**config.mk**
```make
export PLATFORM = sky130hd
export DESIGN_NAME = acc_vec
export DESIGN_NICKNAME = d
export VERILOG_FILES = /design/src/rtl/acc_vec.sv
export SDC_FILE = /design/constraint.sdc
export NUM_CORES = 1
export LEC_CHECK = 0
export CORE_MARGIN = 2
export CORE_UTILIZATION = 60
export CTS_CLUSTER_DIAMETER = 80
export DETAILED_ROUTE_END_ITERATION = 6
export DONT_BUFFER_PORTS = 1
export PLACE_DENSITY = 0.76
export SLEW_MARGIN = 15
export SYNTH_ARGS = -nofsm -noshare
export SYNTH_HDL_FRONTEND = slang
export SYNTH_SLANG_ARGS = --single-unit
```
**constraint.sdc**
```tcl
create_clock -name clk -period 5.1 [get_ports clk]
set_clock_uncertainty 0.05 [all_clocks]
set_input_delay 0.255 -clock clk [delete_from_list [all_inputs] [get_ports clk]]
set_output_delay 0.255 -clock clk [all_outputs]
set_load 0.01 [all_outputs]
```
**src/rtl/acc_vec.sv**
```systemverilog
// acc_vec: multi-lane windowed saturating accumulator.
// Each closed window lands in a valid/ready result register.
module acc_vec #(
  parameter int IWIDTH = 16,
  parameter int AWIDTH = 32,
  parameter int LANES  = 4,
  parameter int CNTW   = 8
) (
  input  logic                     clk,
  input  logic                     rst_n,
  input  logic                     clr,
  input  logic [CNTW-1:0]          i_len,
  input  logic                     i_valid,
  output logic                     i_ready,
  input  logic [LANES*IWIDTH-1:0]  i_data,
  output logic                     o_valid,
  input  logic                     o_ready,
  output logic [LANES*AWIDTH-1:0]  o_data,
  output logic [LANES-1:0]         o_sat
);

  localparam logic [CNTW-1:0] ONE = CNTW'(1);

  logic [LANES-1:0][AWIDTH-1:0] acc;
  logic [LANES-1:0][AWIDTH-1:0] nxt;
  logic [LANES-1:0]             sat;
  logic [LANES-1:0]             sat_b;
  logic [CNTW-1:0]              cnt;
  logic [CNTW-1:0]              len_q;
  logic [CNTW-1:0]              len_in;
  logic [CNTW-1:0]              eff_len;
  logic                         last;
  logic                         fire;

  assign len_in  = (i_len == '0) ? ONE : i_len;
  assign eff_len = (cnt == '0) ? len_in : len_q;
  assign last    = (cnt == eff_len - ONE);
  // only the closing beat waits on a full, undrained result
  assign i_ready = ~clr & ~(last & o_valid & ~o_ready);
  assign fire    = i_valid & i_ready;

  for (genvar k = 0; k < LANES; k++) begin : g_lane
    logic [IWIDTH-1:0] x;
    logic [AWIDTH:0]   s;
    assign x = i_data[k*IWIDTH +: IWIDTH];
    assign s = {{(AWIDTH+1-IWIDTH){x[IWIDTH-1]}}, x}
             + {acc[k][AWIDTH-1], acc[k]};
    // top two bits differ only when the sum left the AWIDTH range
    assign sat_b[k] = s[AWIDTH] ^ s[AWIDTH-1];
    assign nxt[k] = !sat_b[k] ? s[AWIDTH-1:0]
                  : s[AWIDTH] ? {1'b1, {(AWIDTH-1){1'b0}}}
                  :             {1'b0, {(AWIDTH-1){1'b1}}};
  end

  always_ff @(posedge clk or negedge rst_n) begin
    if (!rst_n) begin
      acc     <= '0;
      sat     <= '0;
      cnt     <= '0;
      len_q   <= '0;
      o_valid <= 1'b0;
      o_data  <= '0;
      o_sat   <= '0;
    end else if (clr) begin
      acc     <= '0;
      sat     <= '0;
      cnt     <= '0;
      len_q   <= '0;
      o_valid <= 1'b0;
      o_data  <= '0;
      o_sat   <= '0;
    end else begin
      if (o_valid && o_ready)
        o_valid <= 1'b0;
      if (fire) begin
        if (cnt == '0)
          len_q <= len_in;
        if (last) begin
          o_data  <= nxt;
          o_sat   <= sat | sat_b;
          o_valid <= 1'b1;
          acc     <= '0;
          sat     <= '0;
          cnt     <= '0;
        end else begin
          acc <= nxt;
          sat <= sat | sat_b;
          cnt <= cnt + ONE;
        end
      end
    end
  end

endmodule
```
## Yosys cells after proc, flatten, opt, wreduce, memory -nomap -nowiden

Index checks and enable logic that the tools add are counted.

- Register bits: 281
- Bits in latches: 0
- Bits in writable memories: 0
- Bits in read-only memories: 0
- Input port bits: 77
- Output and inout bits: 134
- Logic and storage cells: 66
- Memories kept: 0

- Add/subtract/negate cells: 6
- Multipliers: 0
- Div/mod/pow operators: 0
- $lt $le $gt $ge: 0
- Equality and inequality tests: 1
- Shifts and indexed selects: 0
- Muxes and demuxes: 31
- Bitwise operators: 12
- Reductions and logical operators: 6

Operators by type and width:

| cell | number |
|---|---|
| 128-bit 2-to-1 mux | 6 |
| 32-bit 2-to-1 mux | 8 |
| 16-bit by 32-bit adder with 33-bit output | 4 |
| 8-bit 2-to-1 mux | 7 |
| 4-bit 2-to-1 mux | 6 |
| 8-bit zero test | 2 |
| 8-bit by 1-bit adder with 8-bit output, second input constant | 1 |
| 8-bit equality test | 1 |
| 8-bit by 1-bit subtractor with 8-bit output, second input constant | 1 |
| 1-bit bitwise AND | 4 |
| 1-bit 2-to-1 mux | 4 |
| 4-bit bitwise OR | 1 |
| 2-bit nonzero test | 2 |
| 1-bit XOR | 4 |
| 1-bit inverter | 3 |
| 2-bit AND reduction | 1 |
| 1-bit logical AND | 1 |

## Logic depth before layout (Yosys ltp)

Gate-level depths: netlist (run 1).

- Depth after elaboration: 12
- Gate-level depth with buffers: 18
- Depth with buffers taken out: 14

## Worst setup path before layout (run 1)

No wires, ideal clock.

- Path kind: register -> register
- From: register cnt[0]
- To: register o_data[10]
- Arrival time: 3.557 ns
- Data required time: 4.931 ns
- Setup slack: 1.374 ns
- Stages on the path, launching flop included: 19
- Buffers on the path: 4
- Period minus slack after synthesis: 3.726 ns
- Cell sequence: dfrtp_1 -> inv_1 -> ha_1 -> or3b_2 -> o21ai_1 -> o21ai_2 -> inv_2 -> ha_1 -> xnor2_1 -> xnor2_1 -> o2111ai_2 -> or4_1 -> buf_2 -> and2_1 -> clkbuf_1 -> buf_6 -> buf_6 -> nand2_2 -> o21ai_2

- Longest elaborated chain between the ends: 11
- Elaborated cells between the ends (all ways): 12
- Those cells by class: 1 x add/sub; 1 x eq/ne; 1 x mux; 5 x bitwise; 4 x reduce/logical

Ends and longest elaborated chain:

| what | line | RTL |
|---|---|---|
| from (decl) | 28 | `logic [CNTW-1:0] cnt;` |
| from (signal assigned) | 88 | `cnt <= cnt + ONE;` |
| 8-bit zero test | 36 | `assign eff_len = (cnt == '0) ? len_in : len_q;` |
| 8-bit 2-to-1 mux | n/a |  |
| 8-bit by 1-bit subtractor with 8-bit output | 37 | `assign last = (cnt == eff_len - ONE);` |
| 8-bit equality test (*) | 37 |  |
| 1-bit bitwise AND (2 in series) | 39 | `assign i_ready = ~clr & ~(last & o_valid & ~o_ready);` |
| 1-bit inverter | 39 |  |
| 1-bit bitwise AND | 39 |  |
| 1-bit bitwise AND | 40 | `assign fire = i_valid & i_ready;` |
| 2-bit nonzero test (no source line) | n/a |  |
| 2-bit AND reduction (no source line) (*) | n/a |  |
| to (signal assigned) | 79 | `o_data <= nxt;` |
| to (decl) | 18 | `output logic [LANES*AWIDTH-1:0] o_data,` |

Mark *: on every way between the ends. The rest lies on a longest branch, timed or not.
A chain may end at the register's enable or synchronous reset.

## Worst setup path after layout (run 1)

- From: register cnt[0]
- To: register o_data[109]

The elaborated chain is that of the path after synthesis.

==> run summary, run 1 <==
status -> finished, violations left
failing checks -> negative hold slack
Clock Path Buffers -> 3
initial DRC count -> 1,065
Crit-path slowest cell -> or4_1
Max Slew Vio Count -> 0
CTS clk-pin slew, worst paths -> 0.06 ns
# hold bufs at CTS -> 16
Synth Instances -> 2,158
CTS root buf -> clkbuf_16
RR Endpoint -> o_data[109]
fin worst setup slack -> 0.477 ns
initial antenna violation count -> 0
Remaining DRCs -> 0
min Tclk post-route -> 4.62 ns
CP Launch Type -> register
IO Count -> 211
Core Area -> 0.0304 mm²
flop2flop setup slack -> 0.48 ns
crit-path max FO -> 27
most common cell after layout, fill and taps aside -> nand2_1
Max Cap Viol -> 0
setup violators final -> 0
Leak -> 0.00927 µW
CTS tree -> built
Switching Fraction -> 42.8%
fmax -> 216 MHz
Gate power share -> 48.9%
type of destination of the critical path -> register
effective utilization at floorplan -> 60.6%
DP Worst Slack -> 0.348 ns
ANT nets after route -> 0
path depth of the worst reg2reg path -> 15
Mean Syn Cell Area -> 8.55 µm²
largest stage delay on the critical path -> 0.57 ns
number of global-route vias before repair -> 15,300
cell area after synthesis -> 0.0185 mm²
GRT Total Usage -> 29.0%
final WL -> 46.7 mm
Cell Area, Placed -> 0.0187 mm²
final hold vios -> 281
CP most frequent cell -> nand2_2
Cell Rows -> 64
cts bufs inserted -> 30
Int Pwr -> 6430 µW
routability cong. -> 0.910
Critical Path RT -> 5.51 ns
Worst Hold Class -> in2async
EDFF count, synth -> 0
synth warn -> 0
clock network power share -> 20.5%
post-DP HPWL -> 32.3 mm
Rel. slew slack -> 32.3%
post-synth net total -> 2,370
WHS -> -0.653 ns
chip height -> 179 µm
share of power burned in registers -> 30.6%
crit path DAT -> 5.03 ns
FILL cells -> 2,595
DIE AREA -> 0.0322 mm²
routed len/inst -> 18.3 µm
clock sinks -> 281
Area growth, synth to finish -> 8.14%
grt ovf -> 0
Reg2Reg Launch Point -> cnt[0]
number of I/O port buffers -> 0
register bit count reported by yosys -> 281
Yosys cell types -> 87
worst slew pin tran -> 1.02 ns
Tcrit/Tclk final -> 90.6%
Setup Crit Path Kind -> reg2reg
H-Tree Level Count -> 1
dpl cells -> 2,478
layout cells sized above 1 -> 6.64%
Peak VDD IR -> 0.379 mV
most frequent cells in the layout -> nand2_1 (333), dfrtp_1 (281), o21ai_0 (217), nor2_1 (195), a21oi_1 (144)
async set-reset flop share out of synthesis -> 100%
vias per cell -> 6.19
PD cells -> 563 mW/mm²
Sw Pwr -> 4820 µW
sum of negative setup slack -> 0 ns
first-pass GRT wire length -> 76.7 mm
Main synth FF type -> dfrtp_1
pin count of the biggest net entering global routing -> 282
Die W -> 179 µm
Cell Chain, Critical Path -> inv_1, ha_1, nor3b_4, nand2_2, o21ai_2, inv_2, ha_1, xnor2_1, xnor2_1, o2111ai_2, or4_1, buf_4, nand2_2, nand2_2, o21ai_1
Post-Layout Cell Count -> 2,550
# nets final -> 2,342
clk_lat worst skew -> 0.57 ns
drt pass-1 iters -> 7
sequential element share of the synthesized area -> 38.1%
RSZ-0062 raised after global routing -> no
Final Instance Area -> 0.0200 mm²
vias -> 15,800
Post-CTS Setup Repair Bufs -> 0
layer usage:
metal / wire (µm) / vias up / GRT usage (%)
met4: 1050 / 0 / 7.22
met5: 0 / - / 0
li1: - / 7697 / -
met2: 22000 / 437 / 48.0
met3: 3390 / 78 / 6.03
met1: 20300 / 7579 / 38.9
critical path, delay by kind of cell (launching register included):
kind | cells | cell delay [ns]
and+or+nand+nor | 5 | 1.83
adders and majority gates | 2 | 0.42
AOI/OAI and AO/OA | 3 | 0.86
DFF | 1 | 0.45
buffers and inverters | 3 | 0.51
xor gates and xnor gates | 2 | 0.38
synthesized netlist by cell type, drive strengths merged, types with 4 or more instances:
master   number  area, µm²
o31ai        10       75.1
o31a          5       43.8
or4           5       41.3
o41ai         4       35.0
a22o         16        140
fa            4       80.1
and3         25        156
buf          25        198
o211ai       22        170
inv          28        105
maj3          4       40.0
o21a         18        135
xnor2        65        569
o21bai        9       67.6
nor2        197        747
o2111ai       4       41.3
nor4          6       58.8
nor2b        19        119
a31oi        15       93.8
a2111oi       9       78.8
xor2         47        412
and2         14       87.6
nand3        25        125
a21boi        8       60.1
mux2i        17        170
clkbuf       73        274
a211o        15        131
and4          4       35.0
nor3b         7       57.6
ha          131       1640
a21o         47        353
dfrtp       281       7030
a211oi       28        210
a21oi       145        729
or2          11       68.8
nand4        10       62.6
or3          12       75.1
nand2b       23        144
nor3         39        195
nand2       346       1330
o21ai       332       1740
power by group through the flow:
stage | sequential (µW) | combinational (µW) | clock (µW)
3_5_place_dp | 3470 | 5400 | 0
3_3_place_gp | 3450 | 5270 | 0
6_report | 3440 | 5500 | 2300
4_1_cts | 3440 | 5460 | 2350
5_1_grt | 3520 | 6190 | 2430
2_1_floorplan | 3320 | 4300 | 0
stage by stage:
| stage | utilization, % | hold slack (ns) | power [µW] |
|---|---|---|---|
| floorplan | - | -0.0906 | 7620 |
| global placement | 61.6 | -0.0810 | 8720 |
| detailed placement | 61.6 | -0.0822 | 8870 |
| CTS | 65.6 | -0.677 | 11200 |
| global route | 65.6 | -0.682 | 12200 |
| finish | 65.6 | -0.653 | 11200 |
state kept, by name (all words and copies together) (netlist names):
| name | flops |
|---|---|
| sat | 4 |
| o_sat | 4 |
| o_data | 128 |
| cnt | 8 |
| o_valid | 1 |
| len_q | 8 |
| acc | 128 |
worst max-delay path by stage:
| stage | from | endpoint | slack, ns | depth (start not counted) |
|---|---|---|---|---|
| 2_1_floorplan | cnt[0] | o_data[10] | 1.37 | 18 |
| 3_3_place_gp | cnt[0] | o_data[118] | 0.60 | 15 |
| 3_5_place_dp | cnt[0] | o_data[109] | 0.35 | 15 |
| 4_1_cts | cnt[0] | o_data[112] | 0.31 | 15 |
| 5_1_grt | cnt[0] | o_data[109] | 0.14 | 15 |
| 6_report | cnt[0] | o_data[109] | 0.48 | 15 |
area by class of cell:
cell class	instances	area [µm²]	area share, %
Timing Repair Buffer	38	375	1.88
Sequential cell	281	7030	35.2
Antenna cell	1	2.50	0.0125
Clock buffer	46	932	4.67
Tap cell	396	495	2.48
Inverter	28	105	0.527
Clock inverter	9	123	0.614
Multi-Input combinational cell	1751	10900	54.6
what timing repair did:
item,CTS,global route
gates resized for setup,0,1
endpoints found under the setup margin,0,10
endpoints found under the hold margin,311,281
logic make-up after synthesis:
| family | Yosys count | share of synthesized area, % |
|---|---|---|
| mux | 17 | 0.922 |
| compound gates | 727 | 24.4 |
| buf+inv | 126 | 3.13 |
| simple gates | 756 | 18.6 |
| xor+xnor | 112 | 5.32 |
| flops | 281 | 38.1 |
| fa+ha+maj | 139 | 9.53 |
No activity file was read; power rests on OpenSTA's default activity.
==> run 2, diff against run 1 <==
PLACE_DENSITY = 0.83   (was 0.76)
==> run 2 against run 1 <==
The flow finishes with violations (design-rule violations, negative hold slack). Sequential cell count is the same. Register-to-register slack improved by 0.03 ns. Sequential share of layout area hardly changed. Non-clock buffer count shrank 4. Die area stayed put. Critical endpoint is now o_data[112]. Largest power group unchanged.
==> run summary, run 2 (synthesis results as in run 1) <==
fmax -> 218 MHz
global route hottest layer -> met2
Leak -> 0.00926 µW
Die W -> 179 µm
Sw Pwr -> 4850 µW
WHS -> -0.667 ns
first-pass GRT wire length -> 75.4 mm
Max Slew Vio Count -> 0
Design Power -> 11,300 µW
Peak VDD IR -> 0.358 mV
Area growth, synth to finish -> 8.13%
Int Pwr -> 6480 µW
clock sinks -> 281
GRT Total Usage -> 28.6%
H-Tree Level Count -> 1
# hold bufs at CTS -> 17
Rel. slew slack -> 26.6%
post-DP HPWL -> 32.5 mm
Core Area -> 0.0304 mm²
CTS tree -> built
met3 usage -> 5.99%
initial DRC count -> 1,050
share of power burned in registers -> 30.3%
cts bufs inserted -> 30
min Tclk post-route -> 4.59 ns
met1 usage -> 37.7%
Tcrit/Tclk final -> 90.0%
Gate power share -> 48.8%
flop2flop setup slack -> 0.51 ns
clk_lat worst skew -> 0.57 ns
crit path DAT -> 5.02 ns
crit-path max FO -> 27
IO Count -> 211
Worst Hold Class -> in2async
sum of negative setup slack -> 0 ns
Cell Chain, Critical Path -> inv_1, ha_1, nor3b_4, nand2_2, o21ai_2, inv_2, ha_1, xnor2_1, xnor2_1, o2111ai_2, or4_1, buf_4, nand2_2, nand2_2, o21ai_1
number of global-route vias before repair -> 15,300
setup violators final -> 0
most frequent cells in the layout -> nand2_1 (333), dfrtp_1 (281), o21ai_0 (217), nor2_1 (195), a21oi_1 (144)
grt ovf -> 0
Cell Area, Placed -> 0.0187 mm²
DIE AREA -> 0.0322 mm²
RSZ-0062 raised after global routing -> no
number of I/O port buffers -> 0
largest registers -> acc x128, o_data x128
type of destination of the critical path -> register
Max Cap Viol -> 0
effective utilization at floorplan -> 60.6%
Cell Rows -> 64
routed len/inst -> 18.4 µm
status -> finished, violations left
CTS clk-pin slew, worst paths -> 0.07 ns
pin count of the biggest net entering global routing -> 282
clock network power share -> 20.8%
Remaining DRCs -> 8
final WL -> 46.8 mm
CTS root buf -> clkbuf_16
most common cell after layout, fill and taps aside -> nand2_1
failing checks -> design-rule violations, negative hold slack
Clock Path Buffers -> 3
M2 GR Usage -> 47.3%
Switching Fraction -> 42.8%
worst slew pin tran -> 1.10 ns
CP Launch Type -> register
Post-CTS Setup Repair Bufs -> 0
ANT nets after route -> 0
routability cong. -> 0.904
drt pass-1 iters -> 7
final hold vios -> 281
Critical Path RT -> 5.53 ns
Crit-path slowest cell -> or4_1
Final Instance Area -> 0.0200 mm²
largest stage delay on the critical path -> 0.58 ns
initial antenna violation count -> 1
Setup Crit Path Kind -> reg2reg
layout cells sized above 1 -> 6.51%
vias -> 15,900
PD cells -> 568 mW/mm²
chip height -> 179 µm
# nets final -> 2,338
CP most frequent cell -> nand2_2
vias per cell -> 6.26
-- run 2: cell types whose count changed in the layout (fill, tap and decap cells not counted) --
cell	change
buf_4	-5
bufinv_16	+2
clkbuf_1	-1
clkbuf_8	-4
clkinv_2	+3
clkinv_4	+1
dlygate4sd3_1	+1
-- run 2: layout make-up --
type / count / area (µm²)
clock inverter: 15 / 206
sequential: 281 / 7030
antenna: 1 / 2.50
multi-input combinational: 1751 / 10900
fill: 2474 / 10500
timing repair buffer: 34 / 348
tap: 396 / 495
inverter: 28 / 105
clock buffer: 41 / 873
-- run 2: final timing paths --
path                               from           to  cells after the start
max in group asynchronous         rst_n      acc[89]                      0
worst max register to register   cnt[0]  o_data[112]                     15
worst min register to register  acc[81]      acc[81]                      2
worst max-delay path             cnt[0]  o_data[112]                     15
min in group clk                    clr       sat[1]                      3
worst min-delay path              rst_n  o_data[112]                      0
-- run 2: per-stage QoR --
stage	setup WS [ns]	hold slack, ns	utilization (%)	instances
floorplan	1.37	-0.0906	-	2158
global placement	0.573	-0.0826	61.4	2473
detailed placement	0.437	-0.0820	61.4	2473
CTS	0.403	-0.691	65.6	2546
global route	0.150	-0.693	65.6	2546
finish	0.508	-0.667	65.6	2547
-- run 2: metal layers --
| layer | part of all wire (%) | up-vias |
|---|---|---|
| li1 | - | 7678 |
| met1 | 43 | 7678 |
| met2 | 46 | 476 |
| met3 | 7.3 | 107 |
| met4 | 3.1 | 0 |
| met5 | 0 | - |
-- run 2: what timing repair did --
| action | in CTS | in global routing |
|---|---|---|
| gates resized for setup | 0 | 1 |
| hold endpoints to repair | 321 | 281 |
| endpoints found under the setup margin | 0 | 27 |
-- run 2: worst max-delay path: cells and delay by family (launching register included) --
family                   cells  cell delay (ns)
AO/OA/AOI/OAI                3             0.85
AND/OR/NAND/NOR              5             1.83
XOR/XNOR                     2             0.37
adder cells (fa/ha/maj)      2             0.42
buffers and inverters        3             0.50
flip-flops                   1             0.45
-- run 2: power by group through the flow --
stage | registers [µW] | logic (µW) | clock network, µW
2_1_floorplan | 3320 | 4300 | 0
3_3_place_gp | 3440 | 5260 | 0
3_5_place_dp | 3460 | 5420 | 0
4_1_cts | 3440 | 5470 | 2400
5_1_grt | 3520 | 6200 | 2490
6_report | 3440 | 5530 | 2360
==> run 3, diff against run 2 <==
CORE_UTILIZATION = 45   (was 60)
CTS_CLUSTER_SIZE = 24   (was unset)
PLACE_DENSITY = 0.67   (was 0.83)
==> run 3 against run 2 <==
The flow finishes with violations (negative hold slack). Clock power fell by 23%. Global-route usage fell by 5.5 points. Sequential share of layout area rose by 0.35 points. Core utilization fell by 17 points. Sequential power barely moved. Die area rose by 33%. Non-clock buffer count rose by 3. Clock-buffer cell count fell by 16. Wire length rose by 5.0%. Register-to-register slack barely moved.
==> run summary, run 3 (synthesis results as in run 1) <==
min Tclk post-route -> 4.58 ns
post-DP HPWL -> 34.8 mm
initial DRC count -> 978
GRT Total Usage -> 23.1%
status -> finished, violations left
crit-path max FO -> 27
WHS -> -0.656 ns
Peak VDD IR -> 0.323 mV
Tcrit/Tclk final -> 89.8%
Setup Crit Path Kind -> reg2reg
Rel. slew slack -> 34.0%
Max Cap Viol -> 0
H-Tree Level Count -> 1
IO Count -> 211
RSZ-0062 raised after global routing -> no
drt pass-1 iters -> 7
PD cells -> 546 mW/mm²
final WL -> 49.2 mm
Leak -> 0.00908 µW
routed len/inst -> 18.4 µm
pin count of the biggest net entering global routing -> 282
final hold vios -> 281
type of destination of the critical path -> register
Area growth, synth to finish -> 7.06%
most frequent cells in the layout -> nand2_1 (333), dfrtp_1 (281), o21ai_0 (216), nor2_1 (195), a21oi_1 (144)
Post-CTS Setup Repair Bufs -> 0
vias per cell -> 5.83
flop2flop setup slack -> 0.52 ns
worst slew pin tran -> 0.985 ns
grt ovf -> 0
Max Slew Vio Count -> 0
failing checks -> negative hold slack
clock sinks -> 281
Critical Path RT -> 5.51 ns
cts bufs inserted -> 21
# hold bufs at CTS -> 15
Core Area -> 0.0406 mm²
Die W -> 207 µm
CTS root buf -> clkbuf_16
vias -> 15,600
chip height -> 207 µm
layout cells sized above 1 -> 6.00%
Remaining DRCs -> 0
Worst Hold Class -> in2async
effective utilization at floorplan -> 45.4%
initial antenna violation count -> 1
largest registers -> acc x128, o_data x128
clk_lat worst skew -> 0.55 ns
CTS tree -> built
DIE AREA -> 0.0426 mm²
# nets final -> 2,332
sum of negative setup slack -> 0 ns
ANT nets after route -> 0
most common cell after layout, fill and taps aside -> nand2_1
Finished Core Util -> 48.6%
number of global-route vias before repair -> 15,400
Clock Path Buffers -> 3
routability cong. -> 0.896
Cell Rows -> 74
fmax -> 218 MHz
crit path DAT -> 5.00 ns
CP Launch Type -> register
CTS clk-pin slew, worst paths -> 0.09 ns
number of I/O port buffers -> 0
setup violators final -> 0
first-pass GRT wire length -> 80.5 mm
==> run 3: repair_timing <==
item                                    4_1_cts  5_1_grt
hold endpoints to repair                    310      281
endpoints found under the setup margin        0       27
gates resized for setup                       0        1
==> run 3: layout make-up <==
class                   count  area, µm²
clock buffers              25        551
clock inverters            13        169
fillers                  3894      20900
multi-input cells        1751      10900
flip-flops and latches    281       7030
well taps                 532        666
diodes                      1       2.50
inverters                  28        105
repair buffers             37        340
==> run 3: worst paths after layout <==
kind,start,to,depth (start not counted)
min in group clk,i_data[33],o_data[65],3
worst min register to register,acc[103],acc[103],2
worst max-delay path,cnt[0],o_data[106],15
worst min-delay path,rst_n,o_data[107],0
max in group asynchronous,rst_n,acc[43],0
worst max register to register,cnt[0],o_data[106],15
==> run 3: stage by stage <==
step,total power [µW],std cells,setup slack (ns),hold slack (ns),area (µm²)
global route,11700,2667,0.0682,-0.691,19800
finish,10800,2668,0.518,-0.656,19800
CTS,10800,2667,0.340,-0.681,19700
floorplan,7620,2158,1.37,-0.0906,18500
global placement,8840,2614,0.561,-0.0832,18900
detailed placement,8970,2614,0.380,-0.0814,18900
==> run 3: critical path, cell delays in order, from the launching register on <==
cell and delay, ns:
dfrtp_1 0.45, inv_1 0.16, ha_1 0.18, nor3b_4 0.43, nand2_2 0.23, o21ai_2 0.33, inv_2 0.10, ha_1 0.24
xnor2_1 0.20, xnor2_1 0.18, o2111ai_2 0.23, or4_1 0.57, buf_4 0.25, nand2_2 0.18, nand2_2 0.40, o21ai_1 0.28
==> run 3: report_power, final <==
part | leakage (µW) | switching (µW) | internal [µW]
sequential | 0.00374 | 563 | 2860
combinational | 0.00499 | 3390 | 2160
clock | 0.000349 | 929 | 877
total | 0.00908 | 4880 | 5900
==> run 3: layer usage <==
layer  up-vias  global-route usage (%)  share of wire (%)
met5         -                       0                  0
met1      7521                    31.9                 46
met4         0                    6.10                2.2
met3        58                    4.71                6.3
met2       333                    36.7                 45
li1       7647                       -                  -
